### config.mk
export PLATFORM = sky130hd
export DESIGN_NAME = muxes_tdm
export DESIGN_NICKNAME = d
export VERILOG_FILES = /design/src/rtl/muxes_tdm.sv
export SDC_FILE = /design/constraint.sdc
export NUM_CORES = 1
export LEC_CHECK = 0
export ABC_AREA = 1
export ABC_CLOCK_PERIOD_IN_PS = 1850
export CAP_MARGIN = 20
export CELL_PAD_IN_SITES_DETAIL_PLACEMENT = 1
export CELL_PAD_IN_SITES_GLOBAL_PLACEMENT = 1
export CORE_UTILIZATION = 30
export CTS_CLUSTER_DIAMETER = 150
export DETAILED_ROUTE_END_ITERATION = 12
export PLACE_DENSITY_LB_ADDON = 0.1
export SYNTH_ARGS = -nofsm -noshare
export SYNTH_HDL_FRONTEND = slang
export SYNTH_SLANG_ARGS = --single-unit
export TNS_END_PERCENT = 100
### constraint.sdc
create_clock -name clk -period 1.85 [get_ports clk]
set_clock_uncertainty 0.2 [all_clocks]
set_input_delay 0.185 -clock clk [delete_from_list [all_inputs] [get_ports clk]]
set_output_delay 0.185 -clock clk [all_outputs]
set_load 0.01 [all_outputs]
### src/rtl/muxes_tdm.sv
// muxes_tdm: time-division multiplexer for the phy_tx lane path.
// Collects LANES parallel lanes of DATA_W bits, each with a valid flag,
// once per frame. It then emits them one lane per cycle on a single
// output stream. A free-running slot counter sets the frame timing.
//
// Optional feature (compile-time macro MUXES_TDM_IDLE_FILL_EN):
//   defined   - invalid slots output IDLE_SYM.
//   undefined - invalid slots output the lane's held data.
//
// Ports:
//   clk         rising-edge clock
//   reset       synchronous active-high reset
//   in_data     LANES*DATA_W lane data; lane i at [i*DATA_W +: DATA_W]
//   in_valid    per-lane valid flag
//   in_take     high in the cycle whose closing edge samples all lanes
//   out_data    multiplexed data of the current slot
//   out_valid   valid flag of the current slot
//   out_lane    lane index of the current slot
//   frame_start high on lane 0 of every captured frame
module muxes_tdm #(
    parameter int unsigned       DATA_W   = 8,
    parameter int unsigned       LANES    = 4,
    parameter logic [DATA_W-1:0] IDLE_SYM = DATA_W'(8'hBC)
) (
    input  logic                       clk,
    input  logic                       reset,
    input  logic [LANES*DATA_W-1:0]    in_data,
    input  logic [LANES-1:0]           in_valid,
    output logic                       in_take,
    output logic [DATA_W-1:0]          out_data,
    output logic                       out_valid,
    output logic [$clog2(LANES)-1:0]   out_lane,
    output logic                       frame_start
);

    localparam int unsigned      CNT_W = $clog2(LANES);
    localparam logic [CNT_W-1:0] LAST  = CNT_W'(LANES - 1);

`ifdef MUXES_TDM_IDLE_FILL_EN
    localparam bit IDLE_FILL = 1'b1;
`else
    localparam bit IDLE_FILL = 1'b0;
`endif

    logic [CNT_W-1:0]  cnt_q, cnt_d;
    logic [LANES-1:0]  cap_valid_q, cap_valid_d;
    logic [DATA_W-1:0] cap_data_q [LANES];
    logic [DATA_W-1:0] cap_data_d [LANES];
    logic              primed_q, primed_d;
    logic [DATA_W-1:0] out_data_q, out_data_d;
    logic              out_valid_q, out_valid_d;
    logic [CNT_W-1:0]  out_lane_q, out_lane_d;
    logic              frame_start_q, frame_start_d;
    logic              take_c;

    // Slot counter, capture bank and output stage next-state.
    // The output stage reads the *current* capture contents. The last slot
    // of a frame is therefore emitted from the old bank on the same edge
    // that loads the new frame.
    always_comb begin
        cnt_d         = (cnt_q == LAST) ? '0 : cnt_q + CNT_W'(1);
        take_c        = (cnt_q == LAST);
        cap_valid_d   = cap_valid_q;
        cap_data_d    = cap_data_q;
        primed_d      = primed_q | take_c;

        if (take_c) begin
            for (int i = 0; i < LANES; i++) begin
                cap_valid_d[i] = in_valid[i];
                // Invalid lanes keep their previous data; only the flag drops.
                if (in_valid[i]) begin
                    cap_data_d[i] = in_data[i*DATA_W +: DATA_W];
                end
            end
        end

        out_lane_d    = cnt_q;
        out_valid_d   = cap_valid_q[cnt_q];
        out_data_d    = (IDLE_FILL && !cap_valid_q[cnt_q]) ? IDLE_SYM
                                                           : cap_data_q[cnt_q];
        // primed masks the garbage-free but empty first frame after reset.
        frame_start_d = (cnt_q == '0) && primed_q;
    end

    // State registers with synchronous reset.
    always_ff @(posedge clk) begin
        if (reset) begin
            cnt_q         <= '0;
            cap_valid_q   <= '0;
            for (int i = 0; i < LANES; i++) begin
                cap_data_q[i] <= '0;
            end
            primed_q      <= 1'b0;
            out_data_q    <= '0;
            out_valid_q   <= 1'b0;
            out_lane_q    <= '0;
            frame_start_q <= 1'b0;
        end else begin
            cnt_q         <= cnt_d;
            cap_valid_q   <= cap_valid_d;
            cap_data_q    <= cap_data_d;
            primed_q      <= primed_d;
            out_data_q    <= out_data_d;
            out_valid_q   <= out_valid_d;
            out_lane_q    <= out_lane_d;
            frame_start_q <= frame_start_d;
        end
    end

    assign in_take     = take_c;
    assign out_data    = out_data_q;
    assign out_valid   = out_valid_q;
    assign out_lane    = out_lane_q;
    assign frame_start = frame_start_q;

endmodule

==> results of run 1 <==
==> cell usage after synthesis <==
cell type / n / area [um^2]
a211oi_2: 32 / 400
ha_1: 3 / 37.5
clkbuf_1: 1 / 3.75
nand3_1: 18 / 90.1
nand2_1: 41 / 154
nor2_1: 37 / 139
inv_1: 39 / 146
a21oi_1: 13 / 65.1
dfxtp_1: 51 / 1020
nand2_8: 4 / 80.1
buf_12: 1 / 20.0
buf_4: 2 / 15.0
nor3_1: 1 / 5.00
buf_6: 4 / 45.0
buf_2: 9 / 45.0
nor3b_1: 1 / 7.51
==> what timing repair did <==
item,4_1_cts,5_1_grt
gates resized for setup,3,1
setup endpoints to repair,1,1
hold buffers,0,0
hold endpoints to repair,0,0
==> sequential cells by signal (all words and copies together), names as in the netlist <==
| register | cells |
|---|---|
| cap_data_q | 32 |
| cap_valid_q | 4 |
| cnt_q | 2 |
| frame_start | 1 |
| out_data | 8 |
| out_lane | 2 |
| out_valid | 1 |
| primed_q | 1 |
==> routing by layer <==
layer | global-route usage | up-vias | wire length (um)
li1 | - | 912 | -
met1 | 0.175 | 849 | 2450
met2 | 0.254 | 35 | 2580
met3 | 0.0286 | 7 | 177
met4 | 0.0519 | 0 | 63
met5 | 0 | - | 0
==> per-stage QoR <==
step                instances  worst slack, ps  hold slack [ps]  utilization
CTS                       404             14.3              152        0.406
global route              404              230              159        0.406
finish                    404              276              163        0.406
detailed placement        397              292              251        0.391
floorplan                 257              432              175            -
global placement          397              321              252        0.391
==> final cells by class <==
cell class / count / area (um^2) / area share
clock buffers: 5 / 68.8 / 0.0232
clock inverters: 2 / 37.5 / 0.0127
inverters: 39 / 146 / 0.0494
multi-input cells: 150 / 981 / 0.331
flip-flops and latches: 51 / 1020 / 0.345
well taps: 99 / 124 / 0.0418
repair buffers: 58 / 583 / 0.197
==> power groups by stage <==
| stage | logic [mW] | clock network, mW | registers, mW |
|---|---|---|---|
| 2_1_floorplan | 0.247 | 0 | 1.22 |
| 3_3_place_gp | 0.456 | 0 | 1.21 |
| 3_5_place_dp | 0.460 | 0 | 1.21 |
| 4_1_cts | 0.465 | 0.799 | 1.19 |
| 5_1_grt | 0.502 | 0.838 | 1.19 |
| 6_report | 0.455 | 0.771 | 1.18 |
==> logic make-up after synthesis <==
logic type,after synthesis
simple gates,102
buf+inv,56
flops,51
compound gates,45
fa+ha+maj,3
==> worst reg2reg max path, delay by kind of cell (launching register included) <==
| family | cells | cell delay (ps) |
|---|---|---|
| AND/OR/NAND/NOR | 2 | 140 |
| buffers and inverters | 3 | 560 |
| AO/OA/AOI/OAI | 1 | 190 |
| flip-flops | 1 | 360 |
==> final timing paths <==
| kind | startpoint | slack (ps) | endpoint |
|---|---|---|---|
| worst max register to register | cnt_q[0] | 330 | out_valid |
| worst min register to register | primed_q | 250 | frame_start |
| worst min-delay path | reset | 160 | primed_q |
| worst max-delay path | out_data[4] | 280 | out_data[4] |
==> flow_metrics.tcl, run 1 <==
set metrics [dict create \
    hold_depth 3 \
    relSlewSlack 0.788 \
    synthXorXnorAreaFrac 0 \
    drt-total-wl_um 5270 \
    io_pins 51 \
    arrival_ps 1190 \
    ys_ff_latch 51 \
    leakagePower_nw 1.12 \
    crit_path_start_kind "flip-flop" \
    fin_area_mm2 0.00296 \
    yosys.area_share.simple 0.209 \
    critPathBufInv 1 \
    cp-end-kind "output port" \
    io_buffer_count 50 \
    die_h_um 89.1 \
    clock_latency_ps 310 \
    num_rows 31 \
    cp.depth 1 \
    cts_made_buffers 5 \
    min_path_type "input port to flip-flop" \
    pwr-share-comb 0.189 \
    p_sw_frac 0.261 \
    worst_pin_slew_ps 319 \
    antenna_found_initial 0 \
    crit_path_max_incr_delay_ps 530 \
    final_common_cell "dfxtp_1" \
    synth_compound_area_frac 0.205 \
    dp_hpwl_um 3680 \
    vias_per_cell 4.46 \
    path_cells "clkdlybuf4s50_1" \
    final-hold-violation-count 0 \
    clock_path_buffers 2 \
    drt_iter0_drc 68 \
    status "complete, no violations" \
    place_congestion 0.674 \
    rsz0062_at_grt "false" \
    grt_pass1_vias 1815 \
    cap_violations 0 \
    synth_top_family_by_area "simple AND/OR/NAND/NOR gates" \
    firstDrtPassIters 4 \
    grt_use_total 0.144 \
    critical_path_required_ps 1460 \
    start_util 0.312 \
    dpl_cell_area_mm2 0.00285 \
    die_w_um 89.1 \
    die_area_mm2 0.00793 \
    antenna_left 0 \
    clock-sinks 51 \
    grt_max_degree 52 \
    cp_top_family "buffers and inverters" \
    p_per_area_mw_per_mm2 813 \
    worst_path_max_delay_cell "clkdlybuf4s50_1" \
    gr-total-overflow 0 \
    vias 1803 \
    ys_types 16 \
    synth.avg_cell_area_um2 8.85 \
    p_int_mw 1.78 \
    synthCells 257 \
    synth_nets 298 \
    syn_to_final_growth_pct 30.3 \
    wire_per_inst_um 13.1 \
    seqPwrFrac 0.491 \
    synth_area_mm2 0.00227 \
    cp_max_fo 1 \
    finalSetupTns_ps 0 \
    path_clk_slew_ps 90 \
    antenna_cells 0 \
    critPathKind "flip-flop to output port" \
    finalCriticalPeriod_ps 1570 \
    clockRootBuffer "clkbuf_8" \
    r2r_cells 6 \
    fp.coreArea_mm2 0.00729 \
    power.switching_mw 0.628 \
    drcViolationCount 0 \
    final_cell_mix "dfxtp_1 (49), clkdlybuf4s50_1 (48), nand2_1 (41)" \
    max_freq_mhz 635 \
    ir_worst_vdd_uv 336 \
    grt_pass1_wl_um 8540 \
    fin_crit_sh 0.851 \
    maxSlewViolCount 0 \
    drive_above_1_share 0.180 \
    htreeDepth 2 \
    synthMuxAreaShare 0 \
    synth_fa_ha_area_frac 0.0165 \
    synth_warnings 0 \
    p_total_mw 2.41 \
    ys_seq_area_frac 0.449 \
    cts_tree "built" \
    num-fill-cells 889 \
    nets 346 \
    finalSetupViolations 0 \
    postCtsSetupBuffers 0 \
    clockPowerShare 0.320 \
]
Note: power is estimated with default switching activity, not from simulation.
==> run 2, diff against run 1 <==
--- a/config.mk
+++ b/config.mk
@@ -5,7 +5,6 @@
 export SDC_FILE = /design/constraint.sdc
 export NUM_CORES = 1
 export LEC_CHECK = 0
-export ABC_AREA = 1
 export ABC_CLOCK_PERIOD_IN_PS = 1850
 export CAP_MARGIN = 20
 export CELL_PAD_IN_SITES_DETAIL_PLACEMENT = 1
@@ -13,7 +12,8 @@
 export CORE_UTILIZATION = 30
 export CTS_CLUSTER_DIAMETER = 150
 export DETAILED_ROUTE_END_ITERATION = 12
-export PLACE_DENSITY_LB_ADDON = 0.1
+export PLACE_DENSITY = 0.63
+export SETUP_SLACK_MARGIN = 0.15
 export SYNTH_ARGS = -nofsm -noshare
 export SYNTH_HDL_FRONTEND = slang
 export SYNTH_SLANG_ARGS = --single-unit
==> run 2 against run 1 <==
Against the previous run: combinational power is 26% lower; register-to-register slack got worse by 20 ps; critical endpoint is now out_data[1]; critical path depth is the same; critical path type unchanged; cell count down 10%; sequential power is essentially flat; clock-buffer cell count is the same; wire length down 2.4%; non-clock buffer count rose by 1; design area shrank 3.4%.
==> flow_metrics.tcl, run 2 <==
set metrics [dict create \
    path_cells "clkdlybuf4s50_1" \
    p_total_mw 2.11 \
    finalSetupTns_ps 0 \
    synth_async_sr_flop_share 0 \
    relSlewSlack 0.637 \
    max_freq_mhz 630 \
    yosys-top-cells-area "dfxtp_1 (46%), a21bo_1 (9.8%), mux2i_1 (9.8%)" \
    fin_util 0.395 \
    io_buffer_count 50 \
    drive_above_1_share 0.118 \
    finalSetupViolations 0 \
    final_common_cell "dfxtp_1" \
    cp_max_fo 1 \
    critical_path_required_ps 1460 \
    yosys_most_used_dff "dfxtp_1" \
    fp.coreArea_mm2 0.00725 \
    p_per_area_mw_per_mm2 738 \
    finalCriticalPeriod_ps 1590 \
    crit_path_max_incr_delay_ps 540 \
    synth_commonest_cells "dfxtp_1 (51), a21oi_1 (32), nand3_1 (32)" \
    cts_made_buffers 5 \
    ys_ff_latch 51 \
    status "complete, no violations" \
    synthDominantCellAreaShare 0.455 \
    start_util 0.309 \
    firstDrtPassIters 2 \
    io_pins 51 \
    crit_path_start_kind "flip-flop" \
    die_h_um 88.5 \
    drt_iter0_drc 75 \
    clock_latency_ps 300 \
    synth_nets 263 \
    holdBufCountCts 0 \
    rsz0062_at_grt "false" \
    final_cell_mix "dfxtp_1 (50), clkdlybuf4s50_1 (49), nand3_1 (32), a21oi_1 (32)" \
    drt-total-wl_um 5150 \
    clockRootBuffer "clkbuf_8" \
    place_congestion 0.695 \
    grt_pass1_wl_um 8490 \
    gr-total-overflow 0 \
    fin_area_mm2 0.00286 \
    path_clk_slew_ps 90 \
    critPathBufInv 1 \
    grt_pass1_vias 1693 \
    num-fill-cells 851 \
    vias 1711 \
    fin_crit_sh 0.857 \
    wire_per_inst_um 14.2 \
    arrival_ps 1200 \
    worst_path_max_delay_cell "clkdlybuf4s50_1" \
    dpl_cell_area_mm2 0.00278 \
    clock-sinks 51 \
    antenna_found_initial 0 \
    num_rows 31 \
    htreeDepth 2 \
    nets 304 \
    ir_worst_vdd_uv 266 \
    maxSlewViolCount 0 \
    synth_warnings 0 \
    dp_hpwl_um 3460 \
    ctsResizeCount 3 \
    largest_reg_flops 32 \
    drcViolationCount 0 \
    largest-register "cap_data_q" \
    die_w_um 88.5 \
    leakagePower_nw 0.988 \
    clock_path_buffers 2 \
    cts_tree "built" \
    syn_to_final_growth_pct 27.7 \
    cap_violations 0 \
    final-hold-violation-count 0 \
    synthCells 222 \
    grt_max_degree 42 \
    multi_input_area_mm2 0.00102 \
    synth.avg_cell_area_um2 10.1 \
    min_path_type "flip-flop to flip-flop" \
    vias_per_cell 4.73 \
    die_area_mm2 0.00782 \
    cp_top_family "buffers and inverters" \
    cp-end-kind "output port" \
    antenna_cells 0 \
    antenna_left 0 \
    ys_types 21 \
    worst_pin_slew_ps 545 \
    critPathKind "flip-flop to output port" \
    synth_area_mm2 0.00224 \
    synth_edf_count 0 \
    synth_top_area_cell "dfxtp_1" \
    synth_most_common_cell "dfxtp_1" \
    hold_ws_ps 233 \
    seq_area_mm2 0.00102 \
    postCtsSetupBuffers 0 \
    grt_use_total 0.145 \
    ys_seq_area_frac 0.455 \
]
run 2: cell types whose count changed after synthesis, moves of 14 or more:
cell and delta:
mux2i_1 +22, a21oi_1 +19, inv_1 -38, nor2_1 -29
nand2_1 -40, a21bo_1 +22, a211oi_2 -32, nand3_1 +14
run 2: power by group:
group / leakage, nW / total [mW] / switching [mW] / internal (mW)
Combinational: 0.531 / 0.336 / 0.160 / 0.176
Clock: 0.0440 / 0.626 / 0.367 / 0.260
Sequential: 0.413 / 1.15 / 0.0186 / 1.13
run 2: cells by family (layout without fill, tap and decap cells):
family	Yosys count	after routing	share of synthesized area
flip-flops	51	51	0.455
multiplexers	22	22	0.0982
buffers and inverters	28	69	0.0926
AND/OR/NAND/NOR	45	45	0.0977
AO/OA/AOI/OAI	73	73	0.239
adder cells (fa/ha/maj)	3	3	0.0167
run 2: area by class of cell:
cell class                      count  area share
Sequential cell                    51       0.357
Clock buffer                        5      0.0240
Inverter                            3     0.00393
Tap cell                           99      0.0433
Timing Repair Buffer               59       0.211
Clock inverter                      2     0.00481
Multi-Input combinational cell    143       0.356
run 2: metal layers:
layer	up-vias	share of wire	track usage
li1	861	-	-
met5	-	0	0
met2	34	0.47	0.235
met3	6	0.044	0.0392
met1	810	0.48	0.187
met4	0	0.013	0.0440
run 2: metrics by stage:
stage	cells	setup WS (ps)
final	362	264
after global routing	362	189
after CTS	362	243
after detailed placement	355	183
after global placement	355	255
after floorplan	222	429
run 2: worst paths after layout:
check / start / end / slack [ps] / cells after the start
min: primed_q / frame_start / 230 / 2
max reg2reg: cnt_q[0] / cap_data_q[24] / 310 / 4
max: out_data[1] / out_data[1] / 260 / 1
min reg2reg: primed_q / frame_start / 230 / 2
==> run 3, diff against run 2 <==
--- a/config.mk
+++ b/config.mk
@@ -5,14 +5,14 @@
 export SDC_FILE = /design/constraint.sdc
 export NUM_CORES = 1
 export LEC_CHECK = 0
-export ABC_CLOCK_PERIOD_IN_PS = 1850
+export ABC_CLOCK_PERIOD_IN_PS = 1400
 export CAP_MARGIN = 20
 export CELL_PAD_IN_SITES_DETAIL_PLACEMENT = 1
 export CELL_PAD_IN_SITES_GLOBAL_PLACEMENT = 1
 export CORE_UTILIZATION = 30
 export CTS_CLUSTER_DIAMETER = 150
 export DETAILED_ROUTE_END_ITERATION = 12
-export PLACE_DENSITY = 0.63
+export PLACE_DENSITY = 0.65
 export SETUP_SLACK_MARGIN = 0.15
 export SYNTH_ARGS = -nofsm -noshare
 export SYNTH_HDL_FRONTEND = slang
==> constraint.sdc (replaced) <==
create_clock -name clk -period 1.4 [get_ports clk]
set_clock_uncertainty 0.2 [all_clocks]
set_input_delay 0.14 -clock clk [delete_from_list [all_inputs] [get_ports clk]]
set_output_delay 0.14 -clock clk [all_outputs]
set_load 0.01 [all_outputs]
==> run 3 against run 2 <==
Against the previous run: the flow now finishes with violations (setup timing); die area stayed put; worst setup slack got worse by 360 ps; via count grew 8.5%; register-to-register slack lost 410 ps; design area increased by 19%; global-route usage is 3.2 points higher; critical path depth up 5; clock-buffer cell count is the same; critical path type is now flip-flop to flip-flop; critical endpoint is now cap_data_q[13].
==> flow_metrics.tcl, run 3 (synthesized netlist as in run 2, its figures left out) <==
set metrics [dict create \
    finalCriticalPeriod_ps 1500 \
    p_per_area_mw_per_mm2 913 \
    critical_path_required_ps 1440 \
    r2r_cells 6 \
    clock-sinks 51 \
    io_buffer_count 50 \
    maxSlewViolCount 0 \
    dp_hpwl_um 3550 \
    r2r-end "cap_data_q[13]" \
    firstDrtPassIters 4 \
    drt-total-wl_um 6330 \
    vias 1856 \
    wire_per_inst_um 16.5 \
    relSlewSlack 0.761 \
    gr-total-overflow 0 \
    largest-register "cap_data_q" \
    num_rows 31 \
    clockRootBuffer "clkbuf_8" \
    worst_pin_slew_ps 358 \
    final_common_cell "dfxtp_1" \
    grt_pass1_vias 1922 \
    grt_pass1_wl_um 10200 \
    worstSetupStartpoint "cnt_q[0]" \
    violations "setup timing" \
    io_pins 51 \
    status "complete, but fails checks" \
    crit_path_start_kind "flip-flop" \
    fp.coreArea_mm2 0.00725 \
    largest_reg_flops 32 \
    finalSetupViolations 25 \
    critPathKind "flip-flop to flip-flop" \
    rrSetupSlack_ps -100 \
    fin_ws_ps -97.2 \
    cp-end-kind "flip-flop" \
    leakagePower_nw 1.21 \
    die_h_um 88.5 \
    cap_violations 0 \
    die_area_mm2 0.00782 \
    cp_max_fo 5 \
    seq_area_mm2 0.00103 \
    place_congestion 0.689 \
    max_freq_mhz 668 \
    clock_path_buffers 2 \
    reg2reg_from "cnt_q[0]" \
    clock_latency_ps 310 \
    antenna_left 0 \
    fin_crit_sh 1.07 \
    htreeDepth 2 \
    drive_above_1_share 0.298 \
    multi_input_area_mm2 0.00116 \
    dpl_cell_area_mm2 0.00287 \
    min_path_type "input port to flip-flop" \
    start_util 0.309 \
    rsz0062_at_grt "true" \
    drcViolationCount 0 \
    num-fill-cells 798 \
    arrival_ps 1540 \
    syn_to_final_growth_pct 51.5 \
    drt_iter0_drc 29 \
    final-hold-violation-count 0 \
    cts_made_buffers 5 \
    nets 326 \
    holdBufCountCts 0 \
    antenna_cells 0 \
    final_cell_mix "dfxtp_1 (48), clkdlybuf4s50_1 (37), nand3_1 (30)" \
    vias_per_cell 4.83 \
    fin_area_mm2 0.00340 \
    p_total_mw 3.10 \
    antenna_found_initial 0 \
    path_clk_slew_ps 90 \
    fin_util 0.468 \
    ir_worst_vdd_uv 407 \
    die_w_um 88.5 \
    critPathCapture "cap_data_q[13]" \
    grt_max_degree 30 \
    grt_use_total 0.176 \
    cts_tree "built" \
]
## run 3: cell types whose count changed in the layout (fill, tap and decap cells not counted), moves of 3 or more
cell             before  now
mux2i_4               0    3
buf_12                3   12
clkbuf_2              0    8
buf_16                0    6
a21oi_2               0   12
buf_4                 6    9
mux2i_1              22   16
clkdlybuf4s50_1      49   37
mux2i_2               0    3
clkdlybuf4s15_1       0    4
a21oi_1              32   20
buf_6                 0    3
## run 3: metrics by stage
step	setup slack [ps]	TNS (ps)	instances	hold slack, ps
2_1_floorplan	39.8	0	222	87.5
3_3_place_gp	-178	-1650	358	217
3_5_place_dp	-213	-2400	358	222
4_1_cts	-75.2	-946	383	187
5_1_grt	-134	-2340	384	194
6_report	-97.2	-1220	384	187
## run 3: timing repair
item | in CTS | in global routing
gates resized for setup | 48 | 29
cloned | 6 | 1
buffers inserted | 12 | 0
pin swaps | 26 | 9
endpoints found under the setup margin | 59 | 61
## run 3: layout make-up
class                   instances  area share
flip-flops and latches         51       0.303
well taps                      99      0.0365
clock buffers                   5      0.0203
inverters                       3     0.00331
multi-input cells             143       0.340
clock inverters                 2     0.00405
repair buffers                 81       0.292
## run 3: worst min-delay path by stage
stage,start,end,slack [ps],depth (start not counted)
after floorplan,in_data[21],cap_data_q[13],90,2
after global placement,primed_q,frame_start,220,2
after detailed placement,primed_q,frame_start,220,2
after CTS,in_data[31],cap_data_q[7],190,3
after global routing,in_data[14],cap_data_q[22],190,3
final,in_data[31],cap_data_q[7],190,3
## run 3: power breakdown
part	switching [mW]	internal, mW
Combinational	0.295	0.430
Sequential	0.0304	1.50
Clock	0.507	0.343
Total	0.832	2.27
## run 3: worst max-delay path, cell delays in order (launching register included)
cell and delay, ps:
dfxtp_4 370, ha_4 190, buf_12 140, buf_12 120, buf_16 120, a21bo_1 170, a21oi_2 120
## run 3: per-layer routing
metal  wire [um]  GRT usage  vias up
met3         200     0.0345        6
met1        2810      0.232      895
li1            -          -      918
met4          70     0.0484        0
met2        3250      0.295       37
met5           0          0        -
